$ cat src/rtl/bilateral_pkg.sv
// Shared constants, helpers and state encoding for the bilateral-filter scan controller.
// Defaults describe a 256x256 image with an 11x11 window (radius 5).
// The helpers derive window size and interior-pixel count from any geometry.
package bilateral_pkg;

    localparam int DEF_IMG_W  = 256;
    localparam int DEF_IMG_H  = 256;
    localparam int DEF_RADIUS = 5;
    localparam int DEF_ADDR_W = 16;

    function automatic int win_size(input int radius);
        return 2 * radius + 1;
    endfunction

    function automatic int out_count(input int w, input int h, input int radius);
        return (w - 2 * radius) * (h - 2 * radius);
    endfunction

    localparam int WIN       = win_size(DEF_RADIUS);
    localparam int OUT_COUNT = out_count(DEF_IMG_W, DEF_IMG_H, DEF_RADIUS);

    typedef enum logic [1:0] {
        IDLE  = 2'd0,
        FETCH = 2'd1,
        DRAIN = 2'd2,
        DONE  = 2'd3
    } scan_state_t;

endpackage

$ cat src/rtl/bilateral_addr_gen.sv
// Fetch address generator: walks y (outer), x, k (inner, window row) and forms {row, x}.
// Latency: address and flags are combinational from the counter registers.
// Backpressure: counters advance only when adv is high; otherwise the address holds.
// Ports: clear forces start values, adv counts one fetch, addr/last_fetch/col_first/win_full
// describe the fetch currently presented.
module bilateral_addr_gen
    import bilateral_pkg::*;
#(
    parameter int IMG_W  = DEF_IMG_W,
    parameter int IMG_H  = DEF_IMG_H,
    parameter int RADIUS = DEF_RADIUS,
    parameter int ADDR_W = DEF_ADDR_W
) (
    input  logic              clk,
    input  logic              rst_n,
    input  logic              clear,
    input  logic              adv,
    output logic [ADDR_W-1:0] addr,
    output logic              last_fetch,
    output logic              col_first,
    output logic              win_full
);

    localparam int XW = $clog2(IMG_W);
    localparam int YW = ADDR_W - XW;
    localparam int KW = $clog2(win_size(RADIUS));

    localparam logic [YW-1:0] Y_FIRST = YW'(RADIUS);
    localparam logic [YW-1:0] Y_LAST  = YW'(IMG_H - 1 - RADIUS);
    localparam logic [XW-1:0] X_LAST  = XW'(IMG_W - 1);
    localparam logic [XW-1:0] X_FULL  = XW'(2 * RADIUS);
    localparam logic [KW-1:0] K_LAST  = KW'(2 * RADIUS);

    logic [YW-1:0] y_q;
    logic [XW-1:0] x_q;
    logic [KW-1:0] k_q;
    logic [YW-1:0] row;

    // Window row k of output row y sits at image row y-RADIUS+k.
    assign row        = y_q - Y_FIRST + YW'(k_q);
    assign addr       = {row, x_q};
    assign last_fetch = (y_q == Y_LAST) && (x_q == X_LAST) && (k_q == K_LAST);
    assign col_first  = (k_q == '0);
    assign win_full   = (x_q >= X_FULL);

    always_ff @(posedge clk or negedge rst_n) begin
        if (!rst_n) begin
            y_q <= Y_FIRST;
            x_q <= '0;
            k_q <= '0;
        end else if (clear || (adv && last_fetch)) begin
            y_q <= Y_FIRST;
            x_q <= '0;
            k_q <= '0;
        end else if (adv) begin
            if (k_q == K_LAST) begin
                k_q <= '0;
                if (x_q == X_LAST) begin
                    x_q <= '0;
                    y_q <= y_q + YW'(1);
                end else begin
                    x_q <= x_q + XW'(1);
                end
            end else begin
                k_q <= k_q + KW'(1);
            end
        end
    end

endmodule

$ cat src/rtl/bilateral_scan_ctrl.sv
// Scan controller: fetches window columns, forwards pixels to the core, maps results to addresses.
// Latency: pixel flags 1 cycle after in_addr; out_* 1 cycle after res_valid; finish 1 cycle after last out_valid.
// Backpressure: core_ready=0 freezes in_addr and fetch counting; an already issued fetch is still delivered.
// Ports: in_addr/in_data memory side, pix_* to core, res_* from core, out_* result write, finish.
// Optional macro STALL_CNT_EN adds stall_cnt, a saturating count of FETCH cycles with core_ready=0.
module bilateral_scan_ctrl
    import bilateral_pkg::*;
#(
    parameter int IMG_W  = DEF_IMG_W,
    parameter int IMG_H  = DEF_IMG_H,
    parameter int RADIUS = DEF_RADIUS,
    parameter int ADDR_W = DEF_ADDR_W
) (
    input  logic              clk,
    input  logic              rst_n,
    input  logic              in_valid,
    output logic [ADDR_W-1:0] in_addr,
    input  logic [7:0]        in_data,
    output logic              pix_valid,
    output logic [7:0]        pix_data,
    output logic              col_first,
    output logic              win_full,
    input  logic              core_ready,
    input  logic              res_valid,
    input  logic [7:0]        res_data,
    output logic              out_valid,
    output logic [ADDR_W-1:0] out_addr,
    output logic [7:0]        out_data,
`ifdef STALL_CNT_EN
    output logic [19:0]       stall_cnt,
`endif
    output logic              finish
);

    localparam int XW    = $clog2(IMG_W);
    localparam int YW    = ADDR_W - XW;
    localparam int OUT_N = out_count(IMG_W, IMG_H, RADIUS);
    localparam int CW    = $clog2(OUT_N + 1);

    localparam logic [CW-1:0] OUT_MAX  = CW'(OUT_N);
    localparam logic [XW-1:0] OX_FIRST = XW'(RADIUS);
    localparam logic [XW-1:0] OX_LAST  = XW'(IMG_W - 1 - RADIUS);
    localparam logic [YW-1:0] OY_FIRST = YW'(RADIUS);

    scan_state_t       state_q, state_d;
    logic              fetch_act, adv, accept;
    logic [ADDR_W-1:0] gen_addr;
    logic              gen_last, gen_col_first, gen_win_full;
    logic [XW-1:0]     ox_q;
    logic [YW-1:0]     oy_q;
    logic [CW-1:0]     res_cnt_q;

    assign fetch_act = (state_q == FETCH);
    assign adv       = fetch_act && core_ready;
    // Results are only meaningful while a frame is in flight; surplus ones are dropped.
    assign accept    = res_valid && (state_q == FETCH || state_q == DRAIN) && (res_cnt_q != OUT_MAX);

    bilateral_addr_gen #(
        .IMG_W  (IMG_W),
        .IMG_H  (IMG_H),
        .RADIUS (RADIUS),
        .ADDR_W (ADDR_W)
    ) u_addr_gen (
        .clk        (clk),
        .rst_n      (rst_n),
        .clear      (state_q == IDLE),
        .adv        (adv),
        .addr       (gen_addr),
        .last_fetch (gen_last),
        .col_first  (gen_col_first),
        .win_full   (gen_win_full)
    );

    always_ff @(posedge clk or negedge rst_n) begin
        if (!rst_n) state_q <= IDLE;
        else        state_q <= state_d;
    end

    always_comb begin
        state_d = state_q;
        case (state_q)
            IDLE:    if (in_valid) state_d = FETCH;
            FETCH:   if (adv && gen_last) state_d = DRAIN;
            DRAIN:   if (res_cnt_q == OUT_MAX) state_d = DONE;
            DONE:    if (!in_valid) state_d = IDLE;
            default: state_d = IDLE;
        endcase
    end

    assign in_addr  = fetch_act ? gen_addr : '0;
    assign finish   = (state_q == DONE);
    // Memory returns data one cycle after the address, aligned with the registered flags.
    assign pix_data = pix_valid ? in_data : 8'd0;

    always_ff @(posedge clk or negedge rst_n) begin
        if (!rst_n) begin
            pix_valid <= 1'b0;
            col_first <= 1'b0;
            win_full  <= 1'b0;
        end else begin
            pix_valid <= adv;
            col_first <= adv && gen_col_first;
            win_full  <= adv && gen_win_full;
        end
    end

    always_ff @(posedge clk or negedge rst_n) begin
        if (!rst_n) begin
            out_valid <= 1'b0;
            out_addr  <= '0;
            out_data  <= 8'd0;
            ox_q      <= OX_FIRST;
            oy_q      <= OY_FIRST;
            res_cnt_q <= '0;
        end else begin
            out_valid <= accept;
            out_addr  <= accept ? {oy_q, ox_q} : '0;
            out_data  <= accept ? res_data : 8'd0;
            if (state_q == IDLE) begin
                ox_q      <= OX_FIRST;
                oy_q      <= OY_FIRST;
                res_cnt_q <= '0;
            end else if (accept) begin
                res_cnt_q <= res_cnt_q + CW'(1);
                if (ox_q == OX_LAST) begin
                    ox_q <= OX_FIRST;
                    oy_q <= oy_q + YW'(1);
                end else begin
                    ox_q <= ox_q + XW'(1);
                end
            end
        end
    end

`ifdef STALL_CNT_EN
    logic [19:0] stall_q;

    always_ff @(posedge clk or negedge rst_n) begin
        if (!rst_n) begin
            stall_q <= '0;
        end else if (state_q == IDLE && in_valid) begin
            stall_q <= '0;
        end else if (fetch_act && !core_ready && stall_q != '1) begin
            stall_q <= stall_q + 20'd1;
        end
    end

    assign stall_cnt = stall_q;
`endif

endmodule

$ cat config.mk
export PLATFORM = sky130hd
export DESIGN_NAME = bilateral_scan_ctrl
export DESIGN_NICKNAME = d
export VERILOG_FILES = /design/src/rtl/bilateral_pkg.sv /design/src/rtl/bilateral_addr_gen.sv /design/src/rtl/bilateral_scan_ctrl.sv
export SDC_FILE = /design/constraint.sdc
export NUM_CORES = 1
export LEC_CHECK = 0
export ABC_AREA = 1
export CAP_MARGIN = 20
export CORE_UTILIZATION = 50
export CTS_CLUSTER_DIAMETER = 100
export DETAILED_ROUTE_END_ITERATION = 7
export PLACE_DENSITY = 0.86
export SETUP_SLACK_MARGIN = 0.2
export SYNTH_ARGS = -nofsm -noshare
export SYNTH_HDL_FRONTEND = slang
export SYNTH_SLANG_ARGS = --single-unit
$ cat constraint.sdc
create_clock -name clk -period 3.3 [get_ports clk]
set_clock_uncertainty 0.2 [all_clocks]
set_input_delay 0.66 -clock clk [delete_from_list [all_inputs] [get_ports clk]]
set_output_delay 0.66 -clock clk [all_outputs]
set_load 0.02 [all_outputs]
==> results of run 1 <==
==> registers in the layout, summed over array words and instances (netlist names) <==
register        cells
out_addr           16
res_cnt_q          16
out_data            8
ox_q                8
oy_q                8
u_addr_gen.x_q      8
u_addr_gen.y_q      8
u_addr_gen.k_q      4
state_q             2
col_first           1
out_valid           1
pix_valid           1
win_full            1
==> placed cells by master, fill, tap and decap left out, drive strengths merged <==
cell           instances
o21ai                 17
xor2                  13
o21bai                 4
clkinvlp               3
inv                   99
a21oi                 12
or2                    5
clkinv                 1
a21o                   1
nor3b                  1
buf                   25
nand4                 27
nor4                   1
clkbuf                10
ha                    29
clkdlybuf4s15          1
nor2                  87
clkdlybuf4s50         66
and3                   2
xnor2                  5
a21boi                 1
dfstp                  6
fa                     1
nor3                   2
nand3                 44
bufinv                 1
and2                   1
a31oi                  1
nand2                200
o22ai                  1
o31ai                  2
dfrtp                 76
==> kinds of logic after synthesis <==
kind of cell,after synthesis,synth area share
simple gates,370,0.326
buf+inv,112,0.0936
flops,82,0.423
compound gates,39,0.0463
fa+ha+maj,30,0.0787
xor+xnor,18,0.0324
==> cell usage after synthesis, types with 2 or more instances <==
library cell,count
a21oi_1,12
and3_1,2
buf_2,6
buf_4,2
buf_6,2
clkbuf_1,3
dfrtp_1,76
dfstp_2,6
ha_1,29
inv_1,93
inv_2,4
nand2_1,191
nand2_2,6
nand2_4,3
nand3_1,44
nand4_1,27
nor2_1,86
o21ai_0,15
o21ai_2,2
o21bai_1,4
o31ai_1,2
or2_2,5
xnor2_1,5
xor2_1,13
==> critical path, delay by kind of cell, from the launching register on <==
family / cells / cell delay (ps)
fa+ha+maj: 3 / 670
buf+inv: 5 / 390
flops: 1 / 550
simple gates: 4 / 340
==> through the flow <==
step | setup slack [ps] | util
floorplan | 341 | -
global placement | -11.0 | 0.618
detailed placement | -131 | 0.618
CTS | 54.9 | 0.647
global route | 38.1 | 0.657
finish | 125 | 0.657
==> worst min-delay path by stage <==
stage	depth (start not counted)	from	to	slack, ps
final	1	rst_n	u_addr_gen.y_q[4]	20
after global routing	1	rst_n	u_addr_gen.y_q[4]	40
after detailed placement	2	oy_q[0]	oy_q[0]	280
after CTS	2	oy_q[0]	oy_q[0]	290
after floorplan	0	rst_n	col_first	160
after global placement	2	oy_q[0]	oy_q[0]	270
==> area by class of cell <==
type                            instances  area (um2)
Clock buffer                           10         128
Clock inverter                          6        73.8
Fill cell                             774        3200
Inverter                               98         382
Multi-Input combinational cell        457        2440
Sequential cell                        82        2060
Tap cell                              129         161
Timing Repair Buffer                   92         883
==> what timing repair did <==
item | 4_1_cts | 5_1_grt
gates resized for setup | 39 | 12
setup endpoints to repair | 7 | 6
pin swaps | 7 | 7
buffers inserted | 3 | 3
==> per-layer routing <==
layer  vias to the layer above  track usage  share of wire
met1                      2095        0.282           0.42
met3                        22       0.0430          0.051
met2                       136        0.414           0.50
met5                         -            0              0
li1                       2212            -              -
met4                         0        0.109          0.020
==> power by group through the flow <==
stage	sequential (uW)	clock (uW)	combinational, uW
floorplan	1410	0	1440
global placement	1330	0	2170
detailed placement	1350	0	2300
CTS	1330	774	2440
global route	1350	823	2870
finish	1320	757	2610
==> flow_summary.yaml, run 1 <==
placement:
  place.gp.congestion: 0.884
  io_buffers: 73
  place_inst: 851
  placed_area_um2: 5760
  place_hpwl_mm: 7.62
routing:
  via_per_inst: 5.11
  routed_wl_mm: 11.1
  first_pass_iters: 4
  ant_nets: 0
  wire_per_inst_um: 12.8
  vias: 4465
  route.detailed.drc: 0
  first_iter_violations: 321
yosys:
  yosysWarnings: 0
  synthFlopType: "dfrtp_1"
  avgSynthCellArea_um2: 7.47
  synth_largest_area_cell: "dfrtp_1"
  synth_top_cell_area_share: 0.391
  synth_area_leaders: "dfrtp_1 (39%), nand2_1 (15%), ha_1 (7.5%)"
  syn-cell-area_um2: 4870
  ys_ff_latch: 82
  synth_edf_count: 0
  ys_seq_area_frac: 0.423
  syn_nets: 702
  synth_cell_types: 37
  syn-instance-count: 651
  async_flop_share: 1.00
global_route:
  grt_usage: 0.236
  grt_max_degree: 83
  antenna_found_initial: 0
  grt_pass1_wl_mm: 19.1
  first_global_vias: 4468
  overflow: 0
critical_path:
  regToRegSetupSlack_ps: 680
  max_stage_delay_ps: 550
  r2r_cells: 10
  critPathLaunchType: "register"
  required_ps: 2440
  end_kind: "output port"
  crit_type: "register to output port"
  crit_end: "in_addr[15]"
  path_cells: "inv_2, ha_4, inv_4, ha_4, inv_4, fa_2, inv_1, nand2_1, nand4_1, nand2_1, nor2_1, buf_4"
  worstPathMaxFanout: 3
  slowest_stage: "dfstp_2"
  r2r_end: "u_addr_gen.y_q[6]"
  critPathLaunch: "u_addr_gen.y_q[0]"
  reg2reg_from: "state_q[1]"
  arrival_ps: 2320
finish:
  design_area_um2: 6130
  drive_gt1_frac: 0.113
  antenna-diode-count: 0
  area_growth_pct: 25.9
  fin_nets: 791
  final_cells: 874
die:
  start_util: 0.522
  die_w_um: 101
  rows: 35
  fp.coreArea_um2: 9330
  dieHeight_um: 101
  fp.dieArea_um2: 10100
  io_pins: 74
pwr:
  leakage_uw: 0.00315
  clkPwrFrac: 0.161
  seqPwrFrac: 0.282
  power_density_nw_per_um2: 766
  netSwitchingFraction: 0.447
  p_int_uw: 2590
  pwr-share-comb: 0.557
  power.total_uw: 4690
  power_switching_uw: 2100
  max-vdd-ir-drop_uv: 461
sta:
  max_freq_mhz: 315
  final_period_minus_worst_setup_slack_ps: 3180
  drv_slew: 0
  tns_ps: 0
  setup_viol: 0
  rsz0062_at_grt: "yes"
  period_share: 0.962
  hold_viol: 0
  relSlewSlack: 0.712
  worst_pin_slew_ps: 430
  holdWs_ps: 19.3
min_path:
  hold_class: "input port to async pin"
clock_network:
  cts_buffers: 9
  cts-root-buf: "clkbuf_8"
  clk_pin_slew_ps: 100
  cts.sinks: 82
  cts_buffer_depth: 2
  cts_tree: "yes"
  clock_latency_ps: 360
  htreeDepth: 3
  cts_hold_buf: 0
status:
  status: "completed"
run:
  cap_violations: 0
(Power assumes the default switching activity.)
==> inputs of run 2 (changes only) <==
CTS_CLUSTER_DIAMETER = 150   (was 100)
CTS_CLUSTER_SIZE = 28   (was default)
==> results of run 2 <==
Final layout, timing and power as in run 1 (identical DEF).
